[config.mk]
export PLATFORM = sky130hd
export DESIGN_NAME = axil_req_sched
export DESIGN_NICKNAME = d
export VERILOG_FILES = /design/src/rtl/axil_sched_pkg.sv /design/src/rtl/rr_arbiter.sv /design/src/rtl/axil_req_sched.sv
export SDC_FILE = /design/constraint.sdc
export NUM_CORES = 1
export LEC_CHECK = 0
export BUFFER_PORTS_ARGS = -buffer_cell sky130_fd_sc_hd__buf_2
export CORE_AREA = 4 4 131 133
export CTS_BUF_LIST = sky130_fd_sc_hd__clkbuf_8
export DETAILED_ROUTE_END_ITERATION = 12
export DIE_AREA = 0 0 135 137
export MAX_ROUTING_LAYER = met4
export PLACE_DENSITY = 0.73
export SYNTH_ARGS = -nofsm -noshare
export SYNTH_HDL_FRONTEND = slang
export SYNTH_SLANG_ARGS = --single-unit
[constraint.sdc]
create_clock -name ACLK -period 2.6 [get_ports ACLK]
set_input_delay 0.52 -clock ACLK [delete_from_list [all_inputs] [get_ports ACLK]]
set_output_delay 0.52 -clock ACLK [all_outputs]
set_load 0.005 [all_outputs]
[src/rtl/axil_sched_pkg.sv]
// Shared types and constants for the AXI4-Lite request scheduler.
package axil_sched_pkg;

  typedef enum logic [2:0] {
    ST_IDLE,
    ST_WR,
    ST_WR_RESP,
    ST_RD_ADDR,
    ST_RD_DATA,
    ST_DONE
  } sched_state_e;

  localparam logic [1:0]  RESP_OKAY   = 2'b00;
  localparam logic [1:0]  RESP_EXOKAY = 2'b01;
  localparam logic [1:0]  RESP_SLVERR = 2'b10;
  localparam logic [1:0]  RESP_DECERR = 2'b11;

  localparam logic [3:0]  WSTRB_ALL   = 4'hF;
  localparam logic [15:0] LAT_MAX     = 16'hFFFF;

  function automatic logic [15:0] lat_inc(input logic [15:0] v);
    return (v == LAT_MAX) ? LAT_MAX : v + 16'd1;
  endfunction

endpackage

[src/rtl/rr_arbiter.sv]
// Combinational round-robin arbiter: first set request at or above ptr, wrapping.
module rr_arbiter #(
  parameter  int N     = 2,
  localparam int IDX_W = (N > 1) ? $clog2(N) : 1
) (
  input  logic [N-1:0]     req,
  input  logic [IDX_W-1:0] ptr,
  output logic [N-1:0]     grant,
  output logic [IDX_W-1:0] grant_idx
);

  always_comb begin
    logic             found;
    int unsigned      j;
    logic [IDX_W-1:0] idx;
    grant     = '0;
    grant_idx = '0;
    found     = 1'b0;
    j         = 0;
    idx       = '0;
    for (int unsigned i = 0; i < 32'(N); i++) begin
      j   = (32'(ptr) + i) % 32'(N);
      idx = IDX_W'(j);
      if (!found && req[idx]) begin
        found      = 1'b1;
        grant[idx] = 1'b1;
        grant_idx  = idx;
      end
    end
  end

endmodule

[src/rtl/axil_req_sched.sv]
// Shares one AXI4-Lite master between N_REQ requesters, one transaction in flight.
module axil_req_sched
  import axil_sched_pkg::*;
#(
  parameter int N_REQ  = 2,
  parameter int ADDR_W = 32,
  parameter int DATA_W = 32
) (
  input  logic                  ACLK,
  input  logic                  ARESETN,
  input  logic [N_REQ-1:0]        req_valid,
  output logic [N_REQ-1:0]        req_ready,
  input  logic [N_REQ-1:0]        req_we,
  input  logic [N_REQ*ADDR_W-1:0] req_addr,
  input  logic [N_REQ*DATA_W-1:0] req_wdata,
  output logic [N_REQ-1:0]        rsp_valid,
  output logic [DATA_W-1:0]       rsp_rdata,
  output logic [1:0]              rsp_resp,
  output logic [15:0]             rsp_latency,
  output logic [ADDR_W-1:0]       m_axi_awaddr,
  output logic [2:0]              m_axi_awprot,
  output logic                    m_axi_awvalid,
  input  logic                    m_axi_awready,
  output logic [DATA_W-1:0]       m_axi_wdata,
  output logic [3:0]              m_axi_wstrb,
  output logic                    m_axi_wvalid,
  input  logic                    m_axi_wready,
  input  logic [1:0]              m_axi_bresp,
  input  logic                    m_axi_bvalid,
  output logic                    m_axi_bready,
  output logic [ADDR_W-1:0]       m_axi_araddr,
  output logic [2:0]              m_axi_arprot,
  output logic                    m_axi_arvalid,
  input  logic                    m_axi_arready,
  input  logic [DATA_W-1:0]       m_axi_rdata,
  input  logic [1:0]              m_axi_rresp,
  input  logic                    m_axi_rvalid,
  output logic                    m_axi_rready
);

  localparam int IDX_W = (N_REQ > 1) ? $clog2(N_REQ) : 1;

  sched_state_e      state_q, state_d;
  logic [IDX_W-1:0]  rr_ptr_q, arb_idx;
  logic [N_REQ-1:0]  arb_grant, gnt_q, req_ready_q;
  logic [ADDR_W-1:0] addr_q, addr_sel;
  logic [DATA_W-1:0] wdata_q, wdata_sel;
  logic              we_q, we_sel;
  logic              aw_done_q, w_done_q;
  logic [15:0]       lat_q;
  logic [DATA_W-1:0] rsp_rdata_q;
  logic [1:0]        rsp_resp_q;
  logic [15:0]       rsp_latency_q;
  logic              decode, busy;
  logic              aw_hs, w_hs, b_hs, ar_hs, r_hs;

  rr_arbiter #(.N(N_REQ)) u_arb (
    .req       (req_valid),
    .ptr       (rr_ptr_q),
    .grant     (arb_grant),
    .grant_idx (arb_idx)
  );

  always_comb begin
    addr_sel  = '0;
    wdata_sel = '0;
    we_sel    = 1'b0;
    for (int unsigned i = 0; i < 32'(N_REQ); i++) begin
      if (arb_grant[i]) begin
        addr_sel  = req_addr[i*ADDR_W +: ADDR_W];
        wdata_sel = req_wdata[i*DATA_W +: DATA_W];
        we_sel    = req_we[i];
      end
    end
  end

  // Arbitration runs in DONE as well as IDLE so a grant lands the cycle after DONE;
  // the IDLE cycle carrying the req_ready pulse does not re-arbitrate.
  assign decode = (|req_valid) &&
                  (((state_q == ST_IDLE) && !(|req_ready_q)) || (state_q == ST_DONE));
  assign busy   = (state_q == ST_WR) || (state_q == ST_WR_RESP) ||
                  (state_q == ST_RD_ADDR) || (state_q == ST_RD_DATA);

  assign aw_hs = m_axi_awvalid && m_axi_awready;
  assign w_hs  = m_axi_wvalid  && m_axi_wready;
  assign b_hs  = m_axi_bready  && m_axi_bvalid;
  assign ar_hs = m_axi_arvalid && m_axi_arready;
  assign r_hs  = m_axi_rready  && m_axi_rvalid;

  always_ff @(posedge ACLK or negedge ARESETN) begin
    if (!ARESETN) state_q <= ST_IDLE;
    else          state_q <= state_d;
  end

  always_comb begin
    state_d = state_q;
    case (state_q)
      ST_IDLE:    if (|req_ready_q) state_d = we_q ? ST_WR : ST_RD_ADDR;
      ST_WR:      if ((aw_done_q || aw_hs) && (w_done_q || w_hs)) state_d = ST_WR_RESP;
      ST_WR_RESP: if (b_hs) state_d = ST_DONE;
      ST_RD_ADDR: if (ar_hs) state_d = ST_RD_DATA;
      ST_RD_DATA: if (r_hs) state_d = ST_DONE;
      ST_DONE:    state_d = ST_IDLE;
      default:    state_d = ST_IDLE;
    endcase
  end

  always_comb begin
    m_axi_awvalid = (state_q == ST_WR) && !aw_done_q;
    m_axi_wvalid  = (state_q == ST_WR) && !w_done_q;
    m_axi_bready  = (state_q == ST_WR_RESP);
    m_axi_arvalid = (state_q == ST_RD_ADDR);
    m_axi_rready  = (state_q == ST_RD_DATA);
    rsp_valid     = (state_q == ST_DONE) ? gnt_q : '0;
  end

  always_ff @(posedge ACLK or negedge ARESETN) begin
    if (!ARESETN) begin
      req_ready_q   <= '0;
      gnt_q         <= '0;
      rr_ptr_q      <= '0;
      addr_q        <= '0;
      wdata_q       <= '0;
      we_q          <= 1'b0;
      aw_done_q     <= 1'b0;
      w_done_q      <= 1'b0;
      lat_q         <= '0;
      rsp_rdata_q   <= '0;
      rsp_resp_q    <= RESP_OKAY;
      rsp_latency_q <= '0;
    end else begin
      req_ready_q <= decode ? arb_grant : '0;
      if (decode) begin
        addr_q   <= addr_sel;
        wdata_q  <= wdata_sel;
        we_q     <= we_sel;
        gnt_q    <= arb_grant;
        rr_ptr_q <= (arb_idx == IDX_W'(N_REQ - 1)) ? '0 : arb_idx + 1'b1;
        lat_q    <= '0;
      end else if (busy) begin
        lat_q <= lat_inc(lat_q);
      end
      aw_done_q <= (state_q == ST_WR) && (aw_done_q || aw_hs);
      w_done_q  <= (state_q == ST_WR) && (w_done_q || w_hs);
      // Captured latency includes the handshake cycle itself.
      if (b_hs) begin
        rsp_rdata_q   <= '0;
        rsp_resp_q    <= m_axi_bresp;
        rsp_latency_q <= lat_inc(lat_q);
      end
      if (r_hs) begin
        rsp_rdata_q   <= m_axi_rdata;
        rsp_resp_q    <= m_axi_rresp;
        rsp_latency_q <= lat_inc(lat_q);
      end
    end
  end

  assign req_ready    = req_ready_q;
  assign rsp_rdata    = rsp_rdata_q;
  assign rsp_resp     = rsp_resp_q;
  assign rsp_latency  = rsp_latency_q;
  assign m_axi_awaddr = addr_q;
  assign m_axi_araddr = addr_q;
  assign m_axi_wdata  = wdata_q;
  assign m_axi_awprot = '0;
  assign m_axi_arprot = '0;
  assign m_axi_wstrb  = WSTRB_ALL;

endmodule
Yosys cells after proc, flatten, opt, wreduce, memory -nomap -nowiden
Index checks and enable logic that the tools add are counted.
- register bits: 141
- bits of input ports: 175
- output and inout port bits: 165
- word-level logic and storage cells: 101
- add/sub/neg operators: 3
- order comparisons: 4
- equal/unequal tests: 11
- multiplexer cells: 38
- bitwise logic cells: 1
- reduce and logical (&&, ||, !) cells: 31
- operators with widths (operator ; count):
    2-to-1 mux 32 bit ; 6
    2-to-1 mux 16 bit ; 5
    adder 16 x 1 -> 16 bit (second input constant) ; 1
    equality test 16 bit (second input constant) ; 1
    logical AND 1 bit ; 15
    2-to-1 mux 3 bit ; 5
    case mux 3 bit (5 select lines) ; 1
    2-to-1 mux 2 bit ; 7
    2-to-1 mux 1 bit ; 12
    inequality test 2 x 1 -> 1 bit (second input constant) ; 5
    equality test 3 x 2 -> 1 bit (second input constant) ; 2
    equality test 3 bit (second input constant) ; 2
    logical OR 1 bit ; 6
    AND reduction 5 bit ; 1
    zero test 1 bit ; 4
    less-than comparator 1 x 2 -> 1 bit (second input constant) ; 2
    nonzero test 2 bit ; 2
    OR reduction 2 bit ; 2
    equality test 3 x 1 -> 1 bit (second input constant) ; 1
    zero test 3 bit ; 1
    adder 1 bit (second input constant) ; 2
    demux 1 bit (select 1 bit) ; 2
    greater-or-equal comparator 1 bit (second input constant) ; 2
    OR 2 bit ; 1

Longest topological paths before layout
Gate-level depths: netlist of run 1.
- depth after elaboration: 9
- gate-level depth with buffers: 8
- mapped depth without buffers: 6

Cells and area by module
Synthesis of run 1 repeated with hierarchy kept, for this count alone.
- cells, all modules: 654
- area total of the unflattened synthesis: 6610.1 um^2
- by module, submodules not included (module ; instances ; cells each ; area each (um^2) ; seq. area each (um^2)):
    axil_req_sched ; 1 ; 650 ; 6580.1 ; 3528.4
    rr_arbiter ; 1 ; 4 ; 30.0 ; 0.0

Worst setup path before layout of run 1
Ideal clock, no wire load.
- path type: reg2reg
- start point: register state_q[0]
- end point: register addr_q[29] (netlist: m_axi_araddr[29])
- library setup time: 126 ps
- arrival time: 1806 ps
- required time: 2474 ps
- path slack: 668 ps
- cell stages (with the launch flop): 7
- path buffers: 1
- period minus slack after synthesis: 1932 ps
- cell sequence: dfrtp_1 -> or4_4 -> a21oi_4 -> o21ai_4 -> buf_6 -> and2_0 -> a221o_1
- word-level cells in the longest chain between the ends: 4
- elaborated cells on any way between the ends: 5
- those cells by class: 1 x eq/ne; 4 x reduce/logical
- RTL lines (what ; RTL line ; text):
    from (decl) ; axil_req_sched.sv:43 ; sched_state_e state_q, state_d;
    from (signal assigned) ; axil_req_sched.sv:92 ; else state_q <= state_d;
    zero test 3 bit ; axil_req_sched.sv:80 ; (((state_q == ST_IDLE) && !(|req_ready_q)) || (state_q == ST_DONE));
    logical AND 1 bit ; axil_req_sched.sv:80 ;
    logical OR 1 bit (*) ; axil_req_sched.sv:80 ;
    logical AND 1 bit (*) ; axil_req_sched.sv:79 ; assign decode = (|req_valid) &&
    to (signal assigned) ; axil_req_sched.sv:134 ; addr_q <= addr_sel;
    to (decl) ; axil_req_sched.sv:46 ; logic [ADDR_W-1:0] addr_q, addr_sel;
Every way passes the cells marked *; elsewhere a longest branch is shown, timed or not.
A chain may end at the register's enable or synchronous reset.

Final worst setup path of run 1
- start point: register state_q[2]
- end point: register addr_q[22] (netlist: m_axi_araddr[22])
The elaborated chain is that of the path after synthesis.

==> metrics.md, run 1 <==
| Metric | Value |
|---|---|
| Hold buffers post-CTS | 0 |
| Die footprint | ~0.018 mm^2 |
| Yosys reg bits | around 140 |
| Drt wl/cell | around 18 um |
| Endpoints failing setup | 0 |
| CP Max Fanout | between 50 and 60 |
| Worst path arrival time | ~2600 ps |
| Clock sink count | between 100 and 150 |
| Seq pwr share | 37.7% |
| Vias | 5658 |
| FMAX | 0.433 GHz |
| Skew-Pair Late Insertion Delay | approximately 450 ps |
| Share of cells above drive strength 1 | approximately 44% |
| Compound-Gate Fraction of Synth Area | 21.0% |
| Post-cts sizing count | 0 |
| Worst slew pin tran | around 1100 ps |
| Core Rows | 46 |
| Storage element area | 0.00353 mm^2 |
| Peak VDD IR | 0.511 mV |
| Grt ovf | 0 |
| Max Cap Viol | 0 |
| Drt via density | 5.19 |
| Synth Area in XOR/XNOR | 1.74% |
| Routed wire length | around 20000 um |
| Total CTS buffers | 17 |
| Switching Share | between 30% and 40% |
| Top FF cell, synth | dfrtp_1 |
| Largest area contributor in the netlist | dfrtp_1 |
| Area of the multi-input gates | between 0.002 and 0.0025 mm^2 |
| RSZ-0062 raised after global routing | no |
| NumNets Final | a little over 1000 |
| Die Width | about 140 um |
| DRC errors left | 0 |
| Vias in the first global route | between 5000 and 6000 |
| Clock power frac | 17.5% |
| Post-placement cell count | between 1000 and 1500 |
| Top cell type's share of synthesized area | between 50 and 60% |
| Netlist cell types | 46 |
| CTS Buffer Depth | 2 |
| Syn Std Cell Area | roughly 0.0065 mm^2 |
| Crit. End Element | flop |
| Dpl hpwl | ~15000 um |
| Largest family of logic cells by synthesized area | compound AO/OA/AOI/OAI gates |
| Post-synth EDFFs | 0 |
| TritonCTS clock tree | done |
| Largest net degree at the start of global routing | 62 |
| Cell Int Power | roughly 6.3 mW |
| Layout fillers | about 1400 |
| Sequential area share after synthesis | approximately 54% |
| Post-synthesis mux area share | 0.764% |
| Root buffer cell | clkbuf_8 |
| Initial drt markers | roughly 280 |
| Core Region | 0.0158 mm^2 |
| Synth async-reset ratio | 100% |
| Most area-consuming cells after synthesis | dfrtp_1, a221o_1, and2_0, buf_4, a22o_1 |
| # Post-CTS Setup Buffers | 0 |
| Pwr dens | 1190 mW/mm^2 |
| Initial Util | 41.4% |
| Routability cong. | 0.855 |
| IO Port Bufs | between 300 and 400 |
| Reg clk slew, reported paths | roughly 80 ps |
| Final Hold Fails | 0 |
| Global-route wire length before repair | 30000 um |
| Leakage | 4.36 nW |
| Final period utilization | 88.9% |
| DRT antenna net count | 0 |
| Final std cells w/o fill | approximately 1100 |
| Synth Area in Adders | 0.191% |
| Max Slew Vio Count | 0 |
| Fin Setup TNS | 0 ps |
| Critical Path RT | 2920 ps |
| Area Overhead vs Synth | 30.1% |
| Total track usage | between 20% and 30% |
| Setup Crit Path Kind | reg2reg |
| Drt pass-1 iters | 4 |
| Status | finished clean |
| Initial antenna violation count | 6 |
| Mapped Cells | between 500 and 600 |
| Startpoint Class | flop |
| Max_slew headroom | between 20 and 30% |
| Fin crit period | roughly 2300 ps |
| H-Tree Level Count | 4 |
| Post-Synth Simple-Gate Area | between 10% and 20% |
| Syn_area_per_cell | between 10 and 15 um^2 |
| Worst hold path class | in2async |
| Yosys warnings | 0 |
| Die height | ~140 um |
| Net Switching | between 3 and 4 mW |
| Part of the power in combinational logic | 44.7% |
| I/O pin count | between 300 and 400 |
| Clock Skew | between 15 and 20 ps |
[final timing paths]
kind / start / slack, ps / to / cells after the start
worst min register to register: gnt_q[1]$_DFFE_PN0N_ / 480 / gnt_q[1]$_DFFE_PN0N_ / 1
worst max register to register: state_q[2]$_DFFE_PN0P_ / 290 / m_axi_araddr[22]$_DFFE_PN0N_ / 6
max in group asynchronous: ARESETN / 1840 / m_axi_araddr[16]$_DFFE_PN0N_ / 2
worst max-delay path: state_q[2]$_DFFE_PN0P_ / 290 / m_axi_araddr[22]$_DFFE_PN0N_ / 6
min in group ACLK: req_wdata[52] / 290 / m_axi_wdata[20]$_DFFE_PN0N_ / 2
worst min-delay path: ARESETN / 50 / rsp_latency[6]$_DFFE_PN0P_ / 1
[power groups by stage]
| stage | Combinational [mW] | Clock, mW | Sequential, mW |
|---|---|---|---|
| 2_1_floorplan | 2.95 | 0 | 3.78 |
| 3_3_place_gp | 4.50 | 0 | 3.81 |
| 3_5_place_dp | 4.62 | 0 | 3.81 |
| 4_1_cts | 4.60 | 1.82 | 3.81 |
| 6_report | 4.52 | 1.77 | 3.81 |
| 5_1_grt | 5.02 | 1.91 | 3.93 |
[metal layers]
metal	track usage (%)	part of all wire (%)	routed length, um
met4	10.1	3.5	699
met2	34.5	49	9950
met3	5.99	7.4	1490
met5	-	0	0
met1	25.6	40	7970
[synth_stat cells, types with 4 or more instances]
cell        n
clkbuf_1   15
a21oi_1    28
xor2_1      5
buf_6      11
nor2_1     31
o21ai_0     9
a221o_1    65
nand3_1     7
a22o_1     32
buf_4      44
nor3_1      7
nand4_1     4
and2_1      5
and3_1      6
xnor2_1     8
a311oi_1    6
dfrtp_1   141
nand2_1    18
mux2i_1     5
and2_0     65
and4_1      4
buf_2      12
[state kept, by name, summed over array words and instances, names as in the netlist, named ones only]
register,count
m_axi_araddr,32
m_axi_wdata,32
we_q,1
rsp_resp,2
aw_done_q,1
req_ready,2
lat_q,16
w_done_q,1
state_q,3
gnt_q,2
rsp_rdata,32
rsp_latency,16
[kinds of logic after synthesis]
family,Yosys count
fa+ha+maj,1
other cells,2
buf+inv,86
compound gates,162
mux,5
xor+xnor,13
simple gates,158
flops,141
[cell type report]
| class | count | share of cell area, % |
|---|---|---|
| inverters | 2 | 0.0881 |
| flip-flops and latches | 141 | 41.4 |
| multi-input cells | 349 | 29.0 |
| clock buffers | 17 | 2.75 |
| diodes | 6 | 0.176 |
| clock inverters | 15 | 1.91 |
| repair buffers | 344 | 21.5 |
| well taps | 216 | 3.17 |
[metrics by stage]
stage	setup slack, ps	util (%)	cell area, um^2	total power, mW	hold WS (ps)
2_1_floorplan	668	-	6580	6.73	224
6_report	290	53.8	8520	10.1	45.6
5_1_grt	85.7	53.8	8520	10.9	64.8
3_3_place_gp	347	51.2	8110	8.31	454
3_5_place_dp	288	51.2	8110	8.42	463
4_1_cts	279	53.7	8500	10.2	42.3
[placed cells by master (no fill, tap or decap), types with 4 or more instances in the layout]
master and instances:
a21oi_1 28, a221o_1 65, a22o_1 32, a311oi_1 6
and2_0 65, and2_1 5, and3_1 6, and4_1 4
buf_12 5, buf_2 328, buf_4 10, clkbuf_8 17
clkinvlp_4 4, conb_1 10, dfrtp_1 141, diode_2 6
mux2i_1 5, nand2_1 18, nand3_1 7, nand4_1 4
nor2_1 31, nor3_1 7, o21ai_0 9, xnor2_1 8
xor2_1 5
[critical path: stages, from the launching register on]
cell and delay (ps):
dfrtp_1 490, or4_4 590, a21oi_4 210, o21ai_4 210
buf_12 240, and2_0 180, a221o_1 260
Power figures use the tool's default switching activity.
==> run 2: changes to the inputs <==
--- a/config.mk
+++ b/config.mk
@@ -6,12 +6,15 @@
 export NUM_CORES = 1
 export LEC_CHECK = 0
 export BUFFER_PORTS_ARGS = -buffer_cell sky130_fd_sc_hd__buf_2
-export CORE_AREA = 4 4 131 133
+export CELL_PAD_IN_SITES_DETAIL_PLACEMENT = 1
+export CELL_PAD_IN_SITES_GLOBAL_PLACEMENT = 1
+export CORE_AREA = 4 4 142 144
 export CTS_BUF_LIST = sky130_fd_sc_hd__clkbuf_8
 export DETAILED_ROUTE_END_ITERATION = 12
-export DIE_AREA = 0 0 135 137
+export DIE_AREA = 0 0 146 148
 export MAX_ROUTING_LAYER = met4
-export PLACE_DENSITY = 0.73
+export PLACE_DENSITY_LB_ADDON = 0.1
+export SETUP_SLACK_MARGIN = 0.2
 export SYNTH_ARGS = -nofsm -noshare
 export SYNTH_HDL_FRONTEND = slang
 export SYNTH_SLANG_ARGS = --single-unit
==> run 2 against run 1 <==
  * Final cell count up 1.7%
  * Non-clock buffer count up 2
  * Via count up 1.4%
  * Highest routed layer unchanged
  * Setup slack better by 34 ps
  * Sequential power about the same
  * Critical path type unchanged
  * Clock power up 17%
  * Core utilization down 7.7 points
  * Worst hold slack about the same
  * Power up 4.6%
==> metrics.md, run 2 (synthesized netlist as in run 1, its figures left out) <==
| Metric | Value |
|---|---|
| Worst flop-to-flop path startpoint | state_q[2]$_DFFE_PN0P_ (unchanged) |
| Grt ovf | 0 (unchanged) |
| Clock sink count | 141 (unchanged) |
| I/O pin count | 340 (unchanged) |
| Net Switching | 3.94 mW (was 3.83 mW) |
| Crit-path leading delay family | compound AO/OA/AOI/OAI gates (was simple AND/OR/NAND/NOR gates) |
| Initial drt markers | 227 (was 276) |
| CTS Buffer Depth | 2 (unchanged) |
| Layout fillers | 2190 (was 1437) |
| Final std cells w/o fill | 1108 (was 1090) |
| Final Hold Fails | 0 (unchanged) |
| Drt via density | 5.18 (was 5.19) |
| Die footprint | 0.0216 mm^2 (was 0.0185 mm^2) |
| Final Hold Slack | 45.6 ps (about the same) |
| Peak VDD IR | 0.373 mV (was 0.511 mV) |
| Pwr dens | 1220 mW/mm^2 (was 1190 mW/mm^2) |
| Max Slew Vio Count | 0 (unchanged) |
| Dpl hpwl | 17200 um (was 14800 um) |
| Clock power frac | 19.6% (was 17.5%) |
| Area Overhead vs Synth | 31.8% (was 30.1%) |
| Storage element area | 0.00353 mm^2 (unchanged) |
| R2r setup slk | 320 ps (was 290 ps) |
| Startpoint Class | flop (unchanged) |
| Drt pass-1 iters | 4 (unchanged) |
| Reg clk slew, reported paths | 80 ps (about the same) |
| CP peak stage delay | 550 ps (was 590 ps) |
| Clock Skew | 9.71 ps (was 17.1 ps) |
| CP Max Fanout | 45 (was 53) |
| Max Cap Viol | 0 (unchanged) |
| Post-placement cell count | 1072 (was 1052) |
| RSZ-0062 raised after global routing | no (unchanged) |
| Cell Int Power | 6.63 mW (was 6.27 mW) |
| Root buffer cell | clkbuf_8 (unchanged) |
| Drt wl/cell | 20.7 um (was 18.5 um) |
| Largest net degree at the start of global routing | 59 (was 62) |
| Commonest non-fill, non-tap cell in the layout | buf_2 (unchanged) |
| Vias in the first global route | 6426 (was 5726) |
| Critical Path RT | 2910 ps (was 2920 ps) |
| Die height | 148 um (was 137 um) |
| Hold buffers post-CTS | 0 (unchanged) |
| Core Region | 0.0187 mm^2 (was 0.0158 mm^2) |
| Die Width | 146 um (was 135 um) |
| Worst hold path class | in2async (unchanged) |
| IO Port Bufs | 329 (unchanged) |
| Vias | 5740 (was 5658) |
| Leakage | 4.40 nW (was 4.36 nW) |
| Max_slew headroom | 45.2% (was 28.7%) |
| Switching Share | 37.3% (was 37.9%) |
| Initial Util | 35.0% (was 41.4%) |
| Routability cong. | 0.853 (was 0.855) |
| Global-route wire length before repair | 35700 um (was 30000 um) |
| H-Tree Level Count | 4 (unchanged) |
| NumNets Final | 1033 (was 1031) |
| Seq pwr share | 36.0% (was 37.7%) |
| Setup Crit Path Kind | reg2reg (unchanged) |
| Status | finished clean (unchanged) |
| TritonCTS clock tree | done (unchanged) |
| Fin Setup TNS | 0 ps (unchanged) |
| Part of the power in combinational logic | 44.4% (was 44.7%) |
| Crit. End Element | flop (unchanged) |
| Finished Core Util | 46.1% (was 53.8%) |
| Critical path, cell by cell | or4_4, a21oi_4, o21ai_4, buf_12, and2_0, a221o_1 (unchanged) |
| Worst r2r dst | m_axi_wdata[11]$_DFFE_PN0N_ (was m_axi_araddr[22]$_DFFE_PN0N_) |
| DRT antenna net count | 0 (unchanged) |
| Core Rows | 50 (was 46) |
| Reg2Reg Depth | 6 (unchanged) |
| Total track usage | 21.5% (was 21.6%) |
| Endpoints failing setup | 0 (unchanged) |
| Total CTS buffers | 17 (unchanged) |
| Routed wire length | 23000 um (was 20100 um) |
| Worst slew pin tran | 819 ps (was 1060 ps) |
| Initial antenna violation count | 4 (was 6) |
| # Post-CTS Setup Buffers | 0 (unchanged) |
| Worst path arrival time | 2590 ps (was 2630 ps) |
| DRC errors left | 0 (unchanged) |
| CP Buf/Inv Count | 1 (unchanged) |
| Critical-path top delay cell | or4_4 (unchanged) |
| Area of the multi-input gates | 0.00249 mm^2 (was 0.00247 mm^2) |
| Most frequent cells in the layout | buf_2, dfrtp_1, and2_0, a221o_1, a22o_1 (unchanged) |
| FMAX | 0.439 GHz (was 0.433 GHz) |
| Share of cells above drive strength 1 | 44.8% (was 44.2%) |
| Fin crit period | 2280 ps (was 2310 ps) |
| Skew-Pair Late Insertion Delay | 440 ps (was 450 ps) |
| Final period utilization | 87.6% (was 88.9%) |
## run 2: cell types whose count changed in the layout (fill, tap and decap cells not counted), moves of 2 or more
cell and change:
bufinv_16 +3, buf_4 +2, clkinv_2 +2, clkinv_4 -2
diode_2 -2
## run 2: worst max-delay path by stage
stage,startpoint,to,slack [ps],cells after the start
2_1_floorplan,state_q[0]$_DFFE_PN0P_,m_axi_araddr[29]$_DFFE_PN0N_,670,6
3_3_place_gp,state_q[2]$_DFFE_PN0P_,we_q$_DFFE_PN0N_,420,6
3_5_place_dp,state_q[1]$_DFFE_PN0P_,lat_q[9]$_DFFE_PN0P_,340,4
4_1_cts,lat_q[0]$_DFFE_PN0P_,lat_q[13]$_DFFE_PN0P_,320,7
5_1_grt,state_q[2]$_DFFE_PN0P_,rsp_rdata[19]$_DFFE_PN0P_,210,6
6_report,state_q[2]$_DFFE_PN0P_,m_axi_wdata[11]$_DFFE_PN0N_,320,6
## run 2: routing by layer
metal | up-vias | wire (um) | track usage, %
met3 | 33 | 1560 | 6.50
li1 | 2616 | - | -
met4 | 0 | 539 | 6.82
met1 | 2854 | 9400 | 24.9
met5 | - | 0 | -
met2 | 237 | 11500 | 36.0
## run 2: power groups by stage
stage	Sequential, mW	Clock, mW	Combinational [mW]
after global routing	3.95	2.23	5.20
after floorplan	3.78	0	2.95
after CTS	3.82	2.13	4.75
after detailed placement	3.82	0	4.76
after global placement	3.80	0	4.57
final	3.81	2.07	4.69
## run 2: final cells by class
type	count	share of cell area, %
Antenna cell	4	0.116
Clock buffer	18	2.87
Clock inverter	14	2.48
Inverter	2	0.0870
Multi-Input combinational cell	349	28.8
Sequential cell	141	40.9
Tap cell	234	3.39
Timing Repair Buffer	346	21.4
## run 2: worst reg2reg max path, cell delays in order (launching register included)
cell and delay (ps):
dfrtp_1 390, or4_4 550, a21oi_4 210, o21ai_4 260
buf_12 270, and2_0 200, a221o_1 270
## run 2: through the flow
step,total power [mW],area [um^2],worst slack [ps]
global placement,8.37,8140,416
CTS,10.7,8600,325
floorplan,6.73,6580,668
detailed placement,8.58,8140,343
finish,10.6,8630,324
global route,11.4,8630,210
## run 2: what timing repair did
action                     CTS  global route
gates resized for setup      0             3
setup endpoints to repair    0             5
hold endpoints to repair     0             0
